[config.mk]
export PLATFORM = sky130hd
export DESIGN_NAME = sp_ram_bist_flat
export DESIGN_NICKNAME = d
export VERILOG_FILES = /design/src/rtl/sp_ram_bist_if.sv /design/src/rtl/sp_ram_bist.sv /design/src/flat_wrapper.sv
export SDC_FILE = /design/constraint.sdc
export NUM_CORES = 1
export LEC_CHECK = 0
export ABC_AREA = 1
export BUFFER_PORTS_ARGS = -buffer_cell sky130_fd_sc_hd__clkbuf_2
export CAP_MARGIN = 10
export CORE_ASPECT_RATIO = 1.25
export CORE_MARGIN = 2
export CORE_UTILIZATION = 50
export DETAILED_ROUTE_END_ITERATION = 8
export PLACE_DENSITY_LB_ADDON = 0.25
export REMOVE_ABC_BUFFERS = 1
export SYNTH_ARGS = -nofsm -noshare
export SYNTH_HDL_FRONTEND = slang
export SYNTH_SLANG_ARGS = --single-unit
export TNS_END_PERCENT = 100
[constraint.sdc]
create_clock -name clk_i -period 5.91 [get_ports clk_i]
set_clock_uncertainty 0.05 [all_clocks]
set_input_delay 0.591 -clock clk_i [delete_from_list [all_inputs] [get_ports clk_i]]
set_output_delay 0.591 -clock clk_i [all_outputs]
set_load 0.005 [all_outputs]
[src/rtl/sp_ram_bist_if.sv]
// Request/response port of one single-port SRAM bank as seen by its initiator.
// Members keep the bank-side port names so the mux wiring reads 1:1.
interface sp_ram_bist_if #(
   parameter int DATA_WIDTH = 32,
   parameter int ADDR_WIDTH = 16
);
   logic                  mem_en_o;
   logic [ADDR_WIDTH-1:0] mem_addr_o;
   logic [DATA_WIDTH-1:0] mem_wdata_o;
   logic                  mem_we_o;
   logic [3:0]            mem_be_o;
   logic [DATA_WIDTH-1:0] mem_rdata_i;

   modport master (
      output mem_en_o, mem_addr_o, mem_wdata_o, mem_we_o, mem_be_o,
      input  mem_rdata_i
   );

   modport slave (
      input  mem_en_o, mem_addr_o, mem_wdata_o, mem_we_o, mem_be_o,
      output mem_rdata_i
   );
endinterface

[src/rtl/sp_ram_bist.sv]
// March C- BIST initiator for one single-port SRAM bank: one access per RUN cycle,
// read data compared the cycle after each read, stops at the first mismatch.
module sp_ram_bist #(
   parameter int NUM_WORDS  = 2048,
   parameter int DATA_WIDTH = 32,
   parameter int ADDR_WIDTH = 16
) (
   input  logic                  clk_i,
   input  logic                  rstn_i,
   input  logic                  start_i,
   output logic                  busy_o,
   output logic                  done_o,
   output logic                  pass_o,
   output logic [ADDR_WIDTH-1:0] fail_addr_o,
   output logic [2:0]            fail_elem_o,
   sp_ram_bist_if.master         mem
);
   localparam int WW = $clog2(NUM_WORDS);
   localparam logic [WW-1:0] LAST = WW'(NUM_WORDS - 1);

   typedef enum logic [1:0] {IDLE, RUN, FLUSH, DONE} state_e;

   state_e                state_q, state_d;
   logic [WW-1:0]         cnt_q, cnt_d;
   logic [2:0]            elem_q, elem_d;
   logic                  ph_q, ph_d;
   logic                  chk_vld_q, chk_vld_d;
   logic [DATA_WIDTH-1:0] chk_exp_q, chk_exp_d;
   logic [2:0]            chk_elem_q, chk_elem_d;
   logic [WW-1:0]         chk_word_q, chk_word_d;
   logic                  pass_q, pass_d;
   logic [ADDR_WIDTH-1:0] fail_addr_q, fail_addr_d;
   logic [2:0]            fail_elem_q, fail_elem_d;

   logic          is_rd, down, bg, en, mismatch;
   logic [WW-1:0] word;

   // cnt_q always counts up; down elements walk the complement (N-1..0).
   always_comb begin
      is_rd = (elem_q == 3'd5) || ((elem_q != 3'd0) && !ph_q);
      down  = (elem_q == 3'd3) || (elem_q == 3'd4);
      word  = down ? ~cnt_q : cnt_q;
      case (elem_q)
         3'd1, 3'd3: bg = ph_q;
         3'd2, 3'd4: bg = !ph_q;
         default:    bg = 1'b0;
      endcase
      en       = (state_q == RUN);
      mismatch = chk_vld_q && (mem.mem_rdata_i != chk_exp_q);
   end

   assign mem.mem_en_o    = en;
   assign mem.mem_addr_o  = en ? ADDR_WIDTH'({word, 2'b00}) : '0;
   assign mem.mem_we_o    = en && !is_rd;
   assign mem.mem_wdata_o = (en && !is_rd) ? {DATA_WIDTH{bg}} : '0;
   assign mem.mem_be_o    = en ? 4'hF : 4'h0;

   assign busy_o      = (state_q == RUN) || (state_q == FLUSH);
   assign done_o      = (state_q == DONE);
   assign pass_o      = pass_q;
   assign fail_addr_o = fail_addr_q;
   assign fail_elem_o = fail_elem_q;

   always_comb begin
      state_d     = state_q;
      cnt_d       = cnt_q;
      elem_d      = elem_q;
      ph_d        = ph_q;
      chk_vld_d   = 1'b0;
      chk_exp_d   = chk_exp_q;
      chk_elem_d  = chk_elem_q;
      chk_word_d  = chk_word_q;
      pass_d      = pass_q;
      fail_addr_d = fail_addr_q;
      fail_elem_d = fail_elem_q;
      case (state_q)
         IDLE, DONE: begin
            if (start_i) begin
               state_d     = RUN;
               cnt_d       = '0;
               elem_d      = 3'd0;
               ph_d        = 1'b0;
               pass_d      = 1'b0;
               fail_addr_d = '0;
               fail_elem_d = 3'd0;
            end
         end
         RUN: begin
            chk_vld_d  = is_rd;
            chk_exp_d  = {DATA_WIDTH{bg}};
            chk_elem_d = elem_q;
            chk_word_d = word;
            if (is_rd && elem_q != 3'd5) begin
               ph_d = 1'b1;
            end else begin
               ph_d  = 1'b0;
               cnt_d = cnt_q + 1'b1;
               if (cnt_q == LAST) begin
                  elem_d = elem_q + 3'd1;
                  if (elem_q == 3'd5) state_d = FLUSH;
               end
            end
            // The access issued this cycle still goes out; nothing after it.
            if (mismatch) begin
               state_d     = DONE;
               chk_vld_d   = 1'b0;
               fail_addr_d = ADDR_WIDTH'(chk_word_q);
               fail_elem_d = chk_elem_q;
            end
         end
         FLUSH: begin
            state_d = DONE;
            pass_d  = !mismatch;
            if (mismatch) begin
               fail_addr_d = ADDR_WIDTH'(chk_word_q);
               fail_elem_d = chk_elem_q;
            end
         end
         default: state_d = IDLE;
      endcase
   end

   always_ff @(posedge clk_i or negedge rstn_i) begin
      if (!rstn_i) begin
         state_q     <= IDLE;
         cnt_q       <= '0;
         elem_q      <= 3'd0;
         ph_q        <= 1'b0;
         chk_vld_q   <= 1'b0;
         chk_exp_q   <= '0;
         chk_elem_q  <= 3'd0;
         chk_word_q  <= '0;
         pass_q      <= 1'b0;
         fail_addr_q <= '0;
         fail_elem_q <= 3'd0;
      end else begin
         state_q     <= state_d;
         cnt_q       <= cnt_d;
         elem_q      <= elem_d;
         ph_q        <= ph_d;
         chk_vld_q   <= chk_vld_d;
         chk_exp_q   <= chk_exp_d;
         chk_elem_q  <= chk_elem_d;
         chk_word_q  <= chk_word_d;
         pass_q      <= pass_d;
         fail_addr_q <= fail_addr_d;
         fail_elem_q <= fail_elem_d;
      end
   end
endmodule

[src/flat_wrapper.sv]
// flat-port wrapper written by rule: the top's interface ports become plain ports
module sp_ram_bist_flat 
#(
   parameter int NUM_WORDS  = 2048,
   parameter int DATA_WIDTH = 32,
   parameter int ADDR_WIDTH = 16
)
  (clk_i, rstn_i, start_i, busy_o, done_o, pass_o, fail_addr_o, fail_elem_o, mem_mem_en_o, mem_mem_addr_o, mem_mem_wdata_o, mem_mem_we_o, mem_mem_be_o, mem_mem_rdata_i);
  sp_ram_bist_if #(.DATA_WIDTH(DATA_WIDTH), .ADDR_WIDTH(ADDR_WIDTH)) mem_i ();
  input  logic clk_i;
  input  logic rstn_i;
  input  logic start_i;
  output logic busy_o;
  output logic done_o;
  output logic pass_o;
  output logic [ADDR_WIDTH-1:0] fail_addr_o;
  output logic [2:0] fail_elem_o;
  output wire logic [$bits(mem_i.mem_en_o)-1:0] mem_mem_en_o;
  output wire logic [$bits(mem_i.mem_addr_o)-1:0] mem_mem_addr_o;
  output wire logic [$bits(mem_i.mem_wdata_o)-1:0] mem_mem_wdata_o;
  output wire logic [$bits(mem_i.mem_we_o)-1:0] mem_mem_we_o;
  output wire logic [$bits(mem_i.mem_be_o)-1:0] mem_mem_be_o;
  input wire logic [$bits(mem_i.mem_rdata_i)-1:0] mem_mem_rdata_i;
  assign mem_mem_en_o = mem_i.mem_en_o;
  assign mem_mem_addr_o = mem_i.mem_addr_o;
  assign mem_mem_wdata_o = mem_i.mem_wdata_o;
  assign mem_mem_we_o = mem_i.mem_we_o;
  assign mem_mem_be_o = mem_i.mem_be_o;
  assign mem_i.mem_rdata_i = mem_mem_rdata_i;
  sp_ram_bist #(.NUM_WORDS(NUM_WORDS), .DATA_WIDTH(DATA_WIDTH), .ADDR_WIDTH(ADDR_WIDTH)) u_core (.clk_i(clk_i), .rstn_i(rstn_i), .start_i(start_i), .busy_o(busy_o), .done_o(done_o), .pass_o(pass_o), .fail_addr_o(fail_addr_o), .fail_elem_o(fail_elem_o), .mem(mem_i));
endmodule
==> impl_metrics.yaml <==
clocking:
  clk_latency_ps: 310
  cts_made_buffers: 5
  cts_num_sinks: 48
  tritoncts: "built"
  cts-root-buf: "clkbuf_8"
  cts_buffer_depth: 2
  htree_levels: 2
  post_cts_buffers: 0
  clk_pin_slew_worst_paths_ps: 90
  ctsHoldBuffers: 0
  cts.repair.resized: 0
cells_and_area:
  nNetsFinal: 503
  drive_above_1_share_pct: 28.0
  multi_input_area_mm2: 0.00130
  regArea_mm2: 0.00120
  area_growth_pct: 11.6
  num-fill-cells: 552
  n_antenna_cell: 0
synthesis:
  yosysTopAreaCellShare_pct: 39.7
  yosys.area_share.simple_pct: 28.0
  ys_types: 32
  ys_top_cells_by_count: "nand2_1 (75), dfrtp_1 (48), nor2_1 (46), buf_4 (45), inv_1 (42)"
  ys.flop_type: "dfrtp_1"
  synthMuxAreaShare_pct: 0
  ys_seq_area_share_pct: 39.7
  netlist_area_mm2: 0.00303
  yosysMostFrequentCell: "nand2_1"
  synthCells: 396
  synthArstFlopShare_pct: 100
  yosysTopAreaCell: "dfrtp_1"
  synth_area_leaders: "dfrtp_1 (40%), buf_4 (11%), nand2_1 (9.3%), nor2_1 (5.7%), o21ai_0 (5.5%)"
  synth_edf_count: 0
  synth_xor_area_share_pct: 0
  yosysWarnings: 0
  synth_compound_area_share_pct: 9.75
  synth_top_family_by_area: "simple AND/OR/NAND/NOR gates"
  ys_ff_latch: 48
  synthAdderAreaFrac_pct: 3.72
  postSynthAreaPerCell_um2: 7.65
drt:
  via_per_inst: 4.88
  dr.pass1.iters: 4
  drt_iter0_drc: 95
  ant_nets: 0
  wl_per_cell_um: 11.8
  finalWirelength_mm: 6.21
  vias: 2568
  post-route-drc-count: 0
critical_path:
  rr_worst_depth: 6
  cp-start-kind: "flip-flop"
  end_kind: "output port"
  startpoint: "u_core.elem_q[0]"
  cp_max_fo: 12
  arrival_ps: 2820
  crit_type: "flip-flop to output port"
  worstPathRequired_ps: 5270
  reg2reg_to: "u_core.cnt_q[4]"
  r2r_start: "u_core.state_q[1]"
  r2r_setup_slack_ps: 3280
sta:
  period_share_pct: 58.5
  fin_crit_ps: 3460
  drv_slew: 0
  worst_slew_pin_slew_ps: 1120
  fmax_mhz: 289
  rsz0062_at_grt: "false"
  setup_viol: 0
  finalHoldViolCount: 0
  tns_ps: 0
  slew_headroom_pct: 25.6
run_status:
  status: "complete, no violations"
die:
  num_rows: 31
  die_w_um: 73.6
  start_util_pct: 52.1
  core_mm2: 0.00582
  die_h_um: 91.0
  dieArea_mm2: 0.00670
  ioPinCount: 111
global_route:
  grt_overflow: 0
  gr-usage-all-layers_pct: 19.2
  grt_pass1_vias: 2436
  antenna_found_initial: 0
  grt_pass1_wl_mm: 10.3
  grt_max_degree: 49
job:
  max_cap_viol_count: 0
pwr:
  power_density_mw_per_mm2: 369
  leakage_nw: 1.88
  ir_drop_v: 0.000218
  p_total_w: 0.00125
place:
  portBuffers: 100
  post-dp-hpwl_mm: 4.81
  gp_congestion: 0.932
hold_path:
  hp-class: "input pin to asynchronous set/reset pin"
-- layout by cell type, fill, tap and decap left out, drive strengths merged --
cell	n
o31ai	1
nor3b	1
o21ai	38
nand2	80
ha	9
dfrtp	48
nor3	9
nand3	32
clkbuf	105
buf	2
inv	46
a21oi	10
nand4	1
or2	4
o22ai	7
bufinv	1
nand3b	4
nor4	1
clkinvlp	1
nor2	50
conb	10
-- kinds of logic (layout without fill, tap and decap cells) --
family | after synthesis | in the layout
AND/OR/NAND/NOR | 182 | 182
other | 1 | 10
adder cells (fa/ha/maj) | 9 | 9
flip-flops | 48 | 48
AO/OA/AOI/OAI | 56 | 56
buffers and inverters | 100 | 155
-- worst max-delay path, stage by stage (launching register included) --
cell	delay [ps]
dfrtp_1	400
inv_1	100
ha_1	220
nand2_1	90
inv_1	40
a21oi_1	700
inv_1	400
o21ai_0	370
nor2_1	80
clkbuf_2	120
-- flip-flops by register name, indices dropped and copies added, names as in the netlist --
name,count
u_core.chk_vld_q,1
u_core.elem_q,3
u_core.state_q,2
u_core.chk_elem_q,3
u_core.ph_q,1
u_core.chk_word_q,11
u_core.cnt_q,11
u_core.pass_o,1
u_core.fail_addr_o,11
u_core.chk_exp_q,1
u_core.fail_elem_o,3
-- stage by stage --
step	std cells	utilization (%)	area, µm²	hold slack, ps	setup slack, ps
4_1_cts	526	58.1	3380	338	2500
6_report	526	58.1	3380	311	2450
3_3_place_gp	518	56.1	3270	411	3010
5_1_grt	526	58.1	3380	366	2200
2_1_floorplan	350	-	2660	245	700
3_5_place_dp	518	56.1	3270	410	2840
-- metal layers --
layer  vias up  global-route usage [%]  part of all wire (%)
li1       1332                       -                     -
met1      1153                    22.6                    44
met2        69                    32.5                    49
met3        14                    3.88                   5.1
met4         0                    9.09                   2.3
met5         -                       0                     0
-- power by group --
group | internal [W] | total, W | switching, W
Combinational | 0.000199 | 0.000579 | 0.000380
Clock | 0.000127 | 0.000243 | 0.000115
Sequential | 0.000383 | 0.000424 | 0.0000411
-- worst max path at each step --
stage | end
floorplan | mem_mem_wdata_o[0]
detailed placement | mem_mem_addr_o[6]
finish | mem_mem_addr_o[6]
global placement | mem_mem_addr_o[12]
global route | mem_mem_addr_o[3]
CTS | mem_mem_addr_o[6]
-- layout make-up --
cell class	instances	share of cell area, %
clock inverters	3	1.37
repair buffers	102	15.2
multi-input cells	257	38.4
flip-flops and latches	48	35.5
well taps	66	2.44
inverters	45	5.00
clock buffers	5	2.04
Note: power is estimated with default switching activity, not from simulation.
